### src/rtl/module_20_sdf_bfly.sv
// rtl/module_20_sdf_bfly.sv - stage-2 first radix-2 butterfly, distance-16 pairs, sum then diff per pair
module module_20_sdf_bfly #(
  parameter int WIDTH       = 12,
  parameter int NLANE       = 16,
  parameter int FRAME_BEATS = 32
) (
  input  logic                    clk,
  input  logic                    rstn,
  input  logic signed [WIDTH-1:0] module_1_out_re [0:NLANE-1],
  input  logic signed [WIDTH-1:0] module_1_out_im [0:NLANE-1],
  input  logic        [4:0]       idx1            [0:NLANE-1],
  input  logic                    module2_valid,
  output logic signed [WIDTH:0]   bfly20_re       [0:NLANE-1],
  output logic signed [WIDTH:0]   bfly20_im       [0:NLANE-1],
  output logic        [4:0]       idx20           [0:NLANE-1],
  output logic                    bfly20_valid,
  output logic                    frame_start
);

  localparam int            CW        = $clog2(FRAME_BEATS);
  localparam logic [CW-1:0] LAST_BEAT = CW'(FRAME_BEATS - 1);
  localparam logic [CW-1:0] SUM_BEAT  = CW'(1);

  logic        [CW-1:0]  r_beat_cnt;
  logic signed [WIDTH-1:0] r_hold_re  [0:NLANE-1];
  logic signed [WIDTH-1:0] r_hold_im  [0:NLANE-1];
  logic        [4:0]       r_hold_idx [0:NLANE-1];
  logic signed [WIDTH:0]   r_diff_re  [0:NLANE-1];
  logic signed [WIDTH:0]   r_diff_im  [0:NLANE-1];
  logic        [4:0]       r_dif_idx  [0:NLANE-1];
  logic                    r_diff_pend;
  logic signed [WIDTH:0]   r_out_re   [0:NLANE-1];
  logic signed [WIDTH:0]   r_out_im   [0:NLANE-1];
  logic        [4:0]       r_out_idx  [0:NLANE-1];
  logic                    r_out_valid;
  logic                    r_frame_start;

  logic signed [WIDTH:0]   w_sum_re   [0:NLANE-1];
  logic signed [WIDTH:0]   w_sum_im   [0:NLANE-1];
  logic signed [WIDTH:0]   w_dif_re   [0:NLANE-1];
  logic signed [WIDTH:0]   w_dif_im   [0:NLANE-1];
  logic                    w_even;
  logic                    w_odd;

  assign w_even = module2_valid & ~r_beat_cnt[0];
  assign w_odd  = module2_valid &  r_beat_cnt[0];

  // Per-lane sign-extended add/subtract of the held even beat against the incoming odd beat
  always_comb begin
    for (int i = 0; i < NLANE; i++) begin
      w_sum_re[i] = {r_hold_re[i][WIDTH-1], r_hold_re[i]} + {module_1_out_re[i][WIDTH-1], module_1_out_re[i]};
      w_sum_im[i] = {r_hold_im[i][WIDTH-1], r_hold_im[i]} + {module_1_out_im[i][WIDTH-1], module_1_out_im[i]};
      w_dif_re[i] = {r_hold_re[i][WIDTH-1], r_hold_re[i]} - {module_1_out_re[i][WIDTH-1], module_1_out_re[i]};
      w_dif_im[i] = {r_hold_im[i][WIDTH-1], r_hold_im[i]} - {module_1_out_im[i][WIDTH-1], module_1_out_im[i]};
    end
  end

  // Beat counter, even-beat hold, sum output on the odd beat and the deferred diff one cycle later
  always_ff @(posedge clk or posedge rstn) begin
    if (rstn) begin
      r_beat_cnt    <= '0;
      r_diff_pend   <= 1'b0;
      r_out_valid   <= 1'b0;
      r_frame_start <= 1'b0;
      for (int i = 0; i < NLANE; i++) begin
        r_hold_re[i]  <= '0;
        r_hold_im[i]  <= '0;
        r_hold_idx[i] <= '0;
        r_diff_re[i]  <= '0;
        r_diff_im[i]  <= '0;
        r_dif_idx[i]  <= '0;
        r_out_re[i]   <= '0;
        r_out_im[i]   <= '0;
        r_out_idx[i]  <= '0;
      end
    end else begin
      r_out_valid   <= 1'b0;
      r_frame_start <= 1'b0;

      if (module2_valid) begin
        r_beat_cnt <= (r_beat_cnt == LAST_BEAT) ? '0 : r_beat_cnt + 1'b1;
      end

      // The diff slot can never coincide with an odd beat: an odd beat is always preceded by an even one.
      if (r_diff_pend) begin
        r_out_valid <= 1'b1;
        r_diff_pend <= 1'b0;
        for (int i = 0; i < NLANE; i++) begin
          r_out_re[i]  <= r_diff_re[i];
          r_out_im[i]  <= r_diff_im[i];
          r_out_idx[i] <= r_dif_idx[i];
        end
      end

      if (w_even) begin
        for (int i = 0; i < NLANE; i++) begin
          r_hold_re[i]  <= module_1_out_re[i];
          r_hold_im[i]  <= module_1_out_im[i];
          r_hold_idx[i] <= idx1[i];
        end
      end

      if (w_odd) begin
        r_out_valid   <= 1'b1;
        r_diff_pend   <= 1'b1;
        r_frame_start <= (r_beat_cnt == SUM_BEAT);
        for (int i = 0; i < NLANE; i++) begin
          r_out_re[i]  <= w_sum_re[i];
          r_out_im[i]  <= w_sum_im[i];
          r_out_idx[i] <= r_hold_idx[i];
          r_diff_re[i] <= w_dif_re[i];
          r_diff_im[i] <= w_dif_im[i];
          r_dif_idx[i] <= idx1[i];
        end
      end
    end
  end

  assign bfly20_re    = r_out_re;
  assign bfly20_im    = r_out_im;
  assign idx20        = r_out_idx;
  assign bfly20_valid = r_out_valid;
  assign frame_start  = r_frame_start;

endmodule

### config.mk
export PLATFORM = sky130hd
export DESIGN_NAME = module_20_sdf_bfly
export DESIGN_NICKNAME = d
export VERILOG_FILES = /design/src/rtl/module_20_sdf_bfly.sv
export SDC_FILE = /design/constraint.sdc
export NUM_CORES = 2
export LEC_CHECK = 0
export ABC_AREA = 1
export CORE_MARGIN = 2
export CORE_UTILIZATION = 63
export CTS_BUF_LIST = sky130_fd_sc_hd__clkbuf_16
export CTS_CLUSTER_DIAMETER = 40
export DETAILED_ROUTE_END_ITERATION = 10
export PLACE_DENSITY = 0.85
export SLEW_MARGIN = 40
export SYNTH_ARGS = -nofsm -noshare
export SYNTH_HDL_FRONTEND = slang
export SYNTH_SLANG_ARGS = --single-unit
### constraint.sdc
create_clock -name clk -period 153.2 [get_ports clk]
set_clock_uncertainty 0.1 [all_clocks]
set_input_delay 30.64 -clock clk [delete_from_list [all_inputs] [get_ports clk]]
set_output_delay 30.64 -clock clk [all_outputs]
set_load 0.02 [all_outputs]
==> impl_results.md <==
* Outcome: finished, final reports clean
* Core ar. at 152,000 um2
* First-pass GRT wire length at 511,000 um
* Inst Count DP at 16,100
* Drt pass-1 iters at 7
* Final Cell Area at 115,000 um2
* FF+latch count, synth at 1,464
* Mapped Cells at 13,700
* H-tree depth at 4
* I/O pin total at 965
* Vias in the first global route at 92,900
* Final hold vios at 0
* Die X at 396 um
* Worst slew pin tran at 0.867 ns
* Die ar. at 157,000 um2
* Max Clock Freq at 0.0281 GHz
* Peak fanout along the critical path at 166
* Synth Cell Area at 96,700 um2
* Cell taking the most area after synthesis: dfrtp_1
* Worst Path Required at 153.85 ns
* HP Start: r_diff_im[148]
* LEAKAGE at 58.5 nW
* Clk root buf: clkbuf_16
* CP Launch Type: input port
* Synth top area cells: dfrtp_1, nand2_1, ha_1
* Vias/cell at 5.81
* Power density over the cells at 19.5 nW/um2
* Synthesized area per cell at 7.06 um2
* Drt initial violations at 10,200
* Clock latency on the worst-skew pair at 0.85 ns
* Layout Cells excl Fill at 16,700
* Peak supply drop at 17.9 uV
* Row count at 143
* Hold-fix buffers, CTS at 0
* CTS tree: built
* Antenna violations before repair at 110
* DP HPWL at 236,000 um
* Reg-to-Reg End: idx20[51]
* Congestion Overflow GR at 0
* Share of cells above drive strength 1 at 0.0309
* Nets@finish at 15,600
* Clock period minus worst slack at 35.54 ns
* Sequential area share after synthesis at 0.379
* Reg2reg setup slack at 147.82 ns
* Placed Instance Area at 107,000 um2
* Max Cap Viol at 0
* Hold depth at 2
* Hold Crit Endpoint: r_diff_im[148]
* Routed Antenna Nets at 0
* CTS sink cnt at 1,464
* Syn_nets at 15,000
* Die Height at 396 um
* GRT Total Usage at 0.408
* Largest net degree at the start of global routing at 190
* Clock-pin slew on the worst setup and hold paths at 0.06 ns
* PortBufs at 964
* Post-CTS Repair Setup Buffers at 0
* Post-route DRC at 0
* Wire length per cell at 19.6 um
* Final WL at 327,000 um
* Period utilisation layout at 0.232
* Arr. time, crit path at 36.19 ns
* Post-synth cell types at 28
* Setup-failing EPs final at 0
* Critical R2R Launch: r_beat_cnt[0]
* R2r worst-path depth at 10
* Relative slew slack at 0.422
* Initial Util at 0.636
* Area Overhead vs Synth at 18.9%
* Max-slew violation count at 0
* Cts repair resizes at 0
* Total number of vias at 96,800
* CTS Buf Count at 222
* CP Class: in2reg
* CTS Buffer Depth at 3
* Yosys warnings at 0
* Yosys top cell area share at 0.379
* CP Capture Type: flop
* Setup TNS at 0 ns
* Hold crit path type: reg2reg
* Final RePlAce weighted congestion at 1.00
* Crit path from: module2_valid
* Unrepaired setup endpoints after global routing: false
[sequential cells by signal (all words and copies together), names as in the netlist]
signal / count
r_hold_re: 192
r_dif_idx: 80
r_diff_pend: 1
bfly20_re: 208
r_hold_im: 192
r_diff_re: 208
bfly20_valid: 1
r_beat_cnt: 5
r_diff_im: 208
bfly20_im: 208
frame_start: 1
idx20: 80
r_hold_idx: 80
[how the worst max path moves through the flow]
stage / to / slack [ns] / depth (start not counted)
6_report: idx20[51] / 117.66 / 11
2_1_floorplan: bfly20_im[0] / 81.17 / 1
3_5_place_dp: idx20[62] / 116.93 / 11
5_1_grt: idx20[51] / 117.46 / 11
3_3_place_gp: idx20[52] / 116.76 / 11
4_1_cts: idx20[51] / 117.67 / 11
[critical path: stages]
cell	delay, ns
clkdlybuf4s50_1	0.78
nand2_8	0.51
inv_16	0.73
nor2_8	0.02
buf_6	0.32
inv_12	0.59
buf_12	0.46
buf_4	0.72
buf_4	0.68
nor2_1	0.16
a31oi_1	0.25
[power by group]
part           internal (mW)  switching (mW)  leakage (nW)
Clock                  0.307           0.209          3.71
Combinational          0.370           0.678          37.1
Sequential             0.550           0.121          17.7
Total                   1.23            1.01          58.5
[per-layer routing]
metal / vias up / track usage / wire length (um)
met1: 45600 / 0.511 / 126000
met3: 979 / 0.106 / 31400
met4: 48 / 0.280 / 24000
met5: - / 0 / 277
li1: 45600 / - / -
met2: 4564 / 0.620 / 145000
[kinds of logic (layout without fill, tap and decap cells)]
kind of cell	Yosys count	count (layout)	share of synthesized area
xor+xnor	58	58	0.00525
simple gates	6262	6262	0.263
compound gates	2754	2754	0.146
flops	1464	1464	0.379
fa+ha+maj	835	835	0.113
buf+inv	2321	3168	0.0935
other cells	0	90	0
[layout make-up]
class / count / area [um2]
clock buffer: 223 / 5580
fill: 11500 / 37200
multi-input combinational: 9909 / 51000
inverter: 1727 / 6530
tap: 2030 / 2540
antenna: 90 / 225
sequential: 1464 / 36600
clock inverter: 197 / 2000
timing repair buffer: 1021 / 10400
[cells in the final DEF (no fill, tap or decap), types with 30 or more instances in the layout]
cell and count:
xor2_1 58, clkdlybuf4s50_1 964, clkbuf_16 223, nand4_1 199, and2_1 33, inv_6 42
o21ai_0 1493, inv_1 1741, dfrtp_1 1464, buf_6 34, fa_1 64, nand2_1 3628
nor3_1 93, o21bai_1 32, a21oi_1 963, diode_2 90, nand3_1 880, ha_1 771
a31oi_1 236, nor2_1 1393, o21ai_1 30
[synthesized netlist by cell type]
library cell,count
a21oi_1,963
a31oi_1,236
and2_1,33
buf_1,14
buf_2,236
buf_4,2
buf_6,1
clkbuf_1,330
clkbuf_2,11
dfrtp_1,1464
fa_1,64
ha_1,771
inv_1,1725
inv_2,1
inv_4,1
nand2_1,3629
nand2_4,1
nand3_1,880
nand3b_1,4
nand4_1,199
nor2_1,1393
nor2_8,1
nor3_1,93
nor4_1,29
o21ai_0,1493
o21ai_1,30
o21bai_1,32
xor2_1,58
[stage by stage]
step,hold slack (ns),util,worst slack [ns],power [mW]
global route,0.381,0.755,117.46,2.38
CTS,0.375,0.753,117.67,2.21
global placement,0.356,0.702,116.76,1.65
floorplan,0.337,-,81.17,1.30
detailed placement,0.360,0.704,116.93,1.68
finish,0.371,0.756,117.66,2.24
No activity file was read; power rests on OpenSTA's default activity.
